==> src/rtl/keypad_bcd_buffer_if.sv <==
// Key-line input, flush/handshake controls and buffered-code outputs of keypad_bcd_buffer.
// The design drives this bundle through the slave modport.
interface keypad_bcd_buffer_if #(
  parameter int unsigned KEYS   = 10,
  parameter int unsigned DIGITS = 4
);
  logic [KEYS-1:0]     d;
  logic                clear;
  logic                code_ready;
  logic                key_valid;
  logic [3:0]          key_bcd;
  logic [4*DIGITS-1:0] code;
  logic [3:0]          count;
  logic                code_valid;
  logic                overflow;
  logic                error;

  modport master (
    output d, clear, code_ready,
    input  key_valid, key_bcd, code, count, code_valid, overflow, error
  );

  modport slave (
    input  d, clear, code_ready,
    output key_valid, key_bcd, code, count, code_valid, overflow, error
  );
endinterface

==> src/rtl/keypad_bcd_buffer.sv <==
// Debounces one-hot keypad lines and shifts accepted key indices into a BCD digit buffer
// (the newest digit is in nibble 0). It flags multi-hot input and keys dropped when the buffer is full or flushed.
module keypad_bcd_buffer #(
  parameter int unsigned KEYS          = 10,
  parameter int unsigned DIGITS        = 4,
  parameter int unsigned STABLE_CYCLES = 3
) (
  input  logic                 clock,
  input  logic                 reset,
  keypad_bcd_buffer_if.slave   bus
);

  typedef enum logic [1:0] {
    IDLE,
    DEBOUNCE,
    HELD
  } state_t;

  state_t              state;
  logic [KEYS-1:0]     cand;
  logic [7:0]          stab;
  logic                key_valid_r;
  logic [3:0]          key_bcd_r;
  logic                error_r;
  logic                overflow_r;
  logic [4*DIGITS-1:0] code_r;
  logic [3:0]          count_r;

  logic                d_zero;
  logic                d_onehot;
  logic                d_match;
  logic                accept;
  logic                full;
  logic                flush;
  logic [3:0]          cand_idx;

  always_comb begin
    d_zero   = (bus.d == '0);
    d_onehot = !d_zero && ((bus.d & (bus.d - KEYS'(1))) == '0);
    d_match  = (bus.d == cand);
    // The edge that would bring the count to STABLE_CYCLES is the acceptance edge.
    accept   = (state == DEBOUNCE) && d_match && (stab == 8'(STABLE_CYCLES - 1));
    full     = (count_r == 4'(DIGITS));
    flush    = bus.clear || (full && bus.code_ready);
    cand_idx = '0;
    for (int unsigned i = 0; i < KEYS; i++) begin
      if (cand[i]) cand_idx = 4'(i);
    end
  end

  always_ff @(posedge clock) begin
    if (reset) begin
      state       <= IDLE;
      cand        <= '0;
      stab        <= '0;
      key_valid_r <= 1'b0;
      key_bcd_r   <= '0;
      error_r     <= 1'b0;
    end else begin
      key_valid_r <= accept;
      error_r     <= 1'b0;
      if (accept) key_bcd_r <= cand_idx;
      case (state)
        IDLE: begin
          if (d_onehot) begin
            cand  <= bus.d;
            stab  <= 8'd1;
            state <= DEBOUNCE;
          end else if (!d_zero) begin
            error_r <= 1'b1;
            state   <= HELD;
          end
        end
        DEBOUNCE: begin
          if (!d_match)    state <= IDLE;
          else if (accept) state <= HELD;
          else             stab  <= stab + 8'd1;
        end
        HELD: begin
          if (d_zero) state <= IDLE;
        end
        default: state <= IDLE;
      endcase
    end
  end

  always_ff @(posedge clock) begin
    if (reset) begin
      code_r     <= '0;
      count_r    <= '0;
      overflow_r <= 1'b0;
    end else begin
      // A flush on the acceptance edge discards the key, so it counts as a drop.
      overflow_r <= accept && (flush || full);
      if (flush) begin
        code_r  <= '0;
        count_r <= '0;
      end else if (accept && !full) begin
        code_r  <= (code_r << 4) | (4*DIGITS)'(cand_idx);
        count_r <= count_r + 4'd1;
      end
    end
  end

  assign bus.key_valid  = key_valid_r;
  assign bus.key_bcd    = key_bcd_r;
  assign bus.code       = code_r;
  assign bus.count      = count_r;
  assign bus.code_valid = full;
  assign bus.overflow   = overflow_r;
  assign bus.error      = error_r;

endmodule

==> src/flat_wrapper.sv <==
// flat-port wrapper written by rule: the top's interface ports become plain ports
module keypad_bcd_buffer_flat 
#(
  parameter int unsigned KEYS          = 10,
  parameter int unsigned DIGITS        = 4,
  parameter int unsigned STABLE_CYCLES = 3
)
  (clock, reset, bus_d, bus_clear, bus_code_ready, bus_key_valid, bus_key_bcd, bus_code, bus_count, bus_code_valid, bus_overflow, bus_error);
  keypad_bcd_buffer_if #(.KEYS(KEYS), .DIGITS(DIGITS)) bus_i ();
  input  logic clock;
  input  logic reset;
  input wire logic [$bits(bus_i.d)-1:0] bus_d;
  input wire logic [$bits(bus_i.clear)-1:0] bus_clear;
  input wire logic [$bits(bus_i.code_ready)-1:0] bus_code_ready;
  output wire logic [$bits(bus_i.key_valid)-1:0] bus_key_valid;
  output wire logic [$bits(bus_i.key_bcd)-1:0] bus_key_bcd;
  output wire logic [$bits(bus_i.code)-1:0] bus_code;
  output wire logic [$bits(bus_i.count)-1:0] bus_count;
  output wire logic [$bits(bus_i.code_valid)-1:0] bus_code_valid;
  output wire logic [$bits(bus_i.overflow)-1:0] bus_overflow;
  output wire logic [$bits(bus_i.error)-1:0] bus_error;
  assign bus_i.d = bus_d;
  assign bus_i.clear = bus_clear;
  assign bus_i.code_ready = bus_code_ready;
  assign bus_key_valid = bus_i.key_valid;
  assign bus_key_bcd = bus_i.key_bcd;
  assign bus_code = bus_i.code;
  assign bus_count = bus_i.count;
  assign bus_code_valid = bus_i.code_valid;
  assign bus_overflow = bus_i.overflow;
  assign bus_error = bus_i.error;
  keypad_bcd_buffer #(.KEYS(KEYS), .DIGITS(DIGITS), .STABLE_CYCLES(STABLE_CYCLES)) u_core (.clock(clock), .reset(reset), .bus(bus_i));
endmodule
==> config.mk <==
export PLATFORM = sky130hd
export DESIGN_NAME = keypad_bcd_buffer_flat
export DESIGN_NICKNAME = d
export VERILOG_FILES = /design/src/rtl/keypad_bcd_buffer_if.sv /design/src/rtl/keypad_bcd_buffer.sv /design/src/flat_wrapper.sv
export SDC_FILE = /design/constraint.sdc
export NUM_CORES = 1
export LEC_CHECK = 0
export ABC_AREA = 1
export CAP_MARGIN = 20
export CORE_UTILIZATION = 45
export DETAILED_ROUTE_END_ITERATION = 8
export GPL_TIMING_DRIVEN = 1
export PLACE_DENSITY = 0.79
export SLEW_MARGIN = 20
export SYNTH_ARGS = -nofsm -noshare
export SYNTH_HDL_FRONTEND = slang
export SYNTH_SLANG_ARGS = --single-unit
export TNS_END_PERCENT = 1
==> constraint.sdc <==
create_clock -name clock -period 1.85 [get_ports clock]
set_input_delay 0.2775 -clock clock [delete_from_list [all_inputs] [get_ports clock]]
set_output_delay 0.2775 -clock clock [all_outputs]
set_load 0.01 [all_outputs]
==> metrics.cfg, run 1 <==
[synthesis]
yosys-top-cells-area = dfxtp_1 36%, nand2_1 12%, nor2_1 9.4%, inv_1 6.3%, nand3_1 6.3%
synth.area.mux_share_pct = 0
netlist_instances = 388
async_flop_share_pct = 0
ys_seq_area_share_pct = 35.7
synth_ff_type = dfxtp_1
synth_edf_count = 0
syn_nets = 406
synthXorXnorAreaFrac_pct = 0.665
synth-seq-cells = 47
synthesis.area_mm2 = 0.00263
synthAdderAreaFrac_pct = 1.90
synth_top_area_share_pct = 35.7
synth_simple_gate_area_share_pct = 38.4
synth_area_per_cell_um2 = 6.78
synth_top_family_by_area = simple AND/OR/NAND/NOR gates
yosysWarnings = 0
synth-compound-area-share_pct = 13.0
ys_types = 33
yosysTopAreaCell = dfxtp_1

[drt]
wirelength_um = 6250
ant_nets = 0
vias = 2634
wl_per_cell_um = 11.9
firstDrtPassIters = 4
via_per_inst = 5.00
drc_errors = 0
drtIter0Drc = 119

[job]
cap_violations = 0

[cts]
cts_tree = yes
clockRootBuffer = clkbuf_8
clock_latency_ns = 0.31
cts_setup_buffers = 0
clkTransAtPathRegs_ns = 0.10
clock-sinks = 47
cts_hold_buf = 0
ctsLongestPathBuffers = 2
numCtsBuffers = 5
h-tree-depth = 2

[setup_path]
cp.arrival_ns = 1.99
worstReg2RegStart = u_core.stab[0]
r2r_end = u_core.stab[0]
path_max_fanout = 5
critical-path-slowest-cell = clkdlybuf4s50_1
max_stage_delay_ns = 0.56
crit_top_cell = nand2_1
critPathRequiredTime_ns = 2.10
reg2reg_slack_ns = 0.16
end_kind = flip-flop
r2r.worst_path.cells = 10
start_kind = input pin
path_cells = clkdlybuf4s50_1 > inv_1 > nand2_1 > nand2_1 > nor2_1 > nand2_1 > nor2_2 > nand4_4 > buf_4 > nand3_1 > nand2_1 > nor2_1
path_class = in -> reg

[sta]
period_share_pct = 93.7
rsz0062_at_grt = false
skew_ns = 0.0121
worst_pin_slew_ns = 0.468
fmax_mhz = 577
slew_headroom_pct = 68.7
fin_ws_ns = 0.116
layout_min_cycle_time_ns = 1.73
finalHoldViolCount = 0
slew_violations = 0
finalSetupViolations = 0

[global_route]
antenna_found_initial = 0
grt_pass1_wl_um = 10500
grt_pass1_vias = 2406
grt_max_degree = 19
grt-ovfl-total = 0
track_usage_pct = 21.8

[die]
core_area_mm2 = 0.00557
pin_count = 42
die_w_um = 78.5
start_util_pct = 47.2
die-height_um = 78.5
fp.dieArea_mm2 = 0.00616
row_count = 27

[placed_design]
place_hpwl_um = 4790
place_congestion = 0.884
dp_slack_ns = -0.315
port_buffers = 41

[power]
p_leak_nw = 1.52
peakVddDrop_mv = 0.356
power_density_mw_per_mm2 = 577

[final_layout]
antenna_cells = 0
utilization_pct = 61.8
finalNetCount = 472
area_delta_synth_final_pct = 30.8
fill_cells = 519
drive_above_1_share_pct = 17.4
multi_input_area_mm2 = 0.00146
layout.area.seq_um2 = 941

[min_path]
hold_end = u_core.cand[6]
hp-start = bus_d[6]
hold_depth = 3
hold_path.class = in -> reg

[status]
status = finished clean

-- worst max-delay path: cells and delay by family --
family / cells / cell delay, ns
simple gates: 9 / 0.90
buf+inv: 3 / 0.81
-- placed cells by master, fill, tap and decap left out, drive strengths merged, types with 7 or more instances in the layout --
cell / synthesis / routed
a21oi: 29 / 29
buf: 7 / 29
clkdlybuf4s50: 0 / 33
dfxtp: 47 / 47
dlymetal6s2s: 0 / 7
inv: 49 / 50
nand2: 96 / 96
nand3: 34 / 34
nor2: 74 / 74
o21ai: 27 / 27
-- Yosys cell counts, types with 2 or more instances --
| cell | number |
|---|---|
| nand3_1 | 33 |
| nand2_1 | 87 |
| nor2_1 | 66 |
| a31oi_1 | 2 |
| nand4_4 | 2 |
| nor3_1 | 3 |
| buf_6 | 4 |
| nand2_2 | 7 |
| nand2_4 | 2 |
| a21oi_1 | 20 |
| o21ai_1 | 7 |
| o21ai_0 | 20 |
| nor2_4 | 5 |
| ha_1 | 4 |
| dfxtp_1 | 47 |
| a21oi_2 | 9 |
| clkbuf_1 | 3 |
| nor2_2 | 3 |
| and3_1 | 2 |
| inv_2 | 5 |
| xor2_1 | 2 |
| inv_1 | 44 |
-- registers in the layout, summed over array words and instances, names as in the netlist --
name	cells
u_core.bus.key_bcd	4
u_core.cand	10
u_core.state	2
u_core.bus.overflow	1
u_core.bus.key_valid	1
u_core.stab	8
u_core.bus.count	4
u_core.bus.error	1
u_core.bus.code	16
-- logic make-up (layout without fill, tap and decap cells) --
logic type / Yosys count / count (layout)
DFF: 47 / 47
xor gates and xnor gates: 2 / 2
buffers and inverters: 60 / 127
and+or+nand+nor: 215 / 215
adders and majority gates: 4 / 4
AOI/OAI and AO/OA: 60 / 60
-- through the flow --
| stage | TNS [ns] | hold WS [ns] | area (um^2) | power [mW] | cells |
|---|---|---|---|---|---|
| after global placement | -10.09 | 0.467 | 3270 | 1.22 | 519 |
| after floorplan | 0 | 0.401 | 2630 | 1.13 | 388 |
| after CTS | 0 | 0.484 | 3390 | 2.01 | 527 |
| after global routing | 0 | 0.349 | 3440 | 2.07 | 527 |
| after detailed placement | -11.14 | 0.472 | 3270 | 1.22 | 519 |
| final | 0 | 0.342 | 3440 | 1.99 | 527 |
-- layout make-up --
class	count	area share, %
flip-flops and latches	47	27.3
repair buffers	70	19.1
inverters	49	5.34
clock buffers	5	2.00
clock inverters	3	1.34
multi-input cells	281	42.3
well taps	72	2.62
-- layer usage --
| metal | vias up | wire length (um) | part of all wire (%) | global-route usage (%) |
|---|---|---|---|---|
| li1 | 1358 | - | - | - |
| met1 | 1190 | 2820 | 45 | 26.5 |
| met5 | - | 0 | 0 | 0 |
| met3 | 13 | 291 | 4.7 | 4.53 |
| met2 | 73 | 3000 | 48 | 36.8 |
| met4 | 0 | 140 | 2.2 | 9.63 |
-- where the power goes --
part           switching, mW  leakage, nW  total, mW  internal (mW)
Combinational          0.107         1.09      0.187         0.0797
Sequential           0.00376        0.379       1.02           1.02
Clock                  0.373       0.0548      0.781          0.407
-- how the worst max path moves through the flow --
stage                                    from                  end  slack, ns  cells past startpoint
after floorplan           u_core.bus.count[0]  u_core.bus.code[10]       0.21                     10
after global placement               bus_d[0]       u_core.stab[0]      -0.29                     11
after detailed placement             bus_d[0]       u_core.stab[0]      -0.32                     11
after CTS                            bus_d[0]       u_core.stab[0]       0.02                     11
after global routing                 bus_d[5]       u_core.stab[0]       0.02                     12
final                                bus_d[5]       u_core.stab[0]       0.12                     12
-- what timing repair did --
item                                    4_1_cts  5_1_grt
pin swaps                                     0        1
endpoints found under the setup margin        1       41
gates resized for setup                       1       15
(Power assumes the default switching activity.)
==> run 2: changes to the inputs <==
CTS_CLUSTER_SIZE = 20   (was unset)
==> results of run 2 <==
Final layout, timing and power as in run 1 (identical DEF).
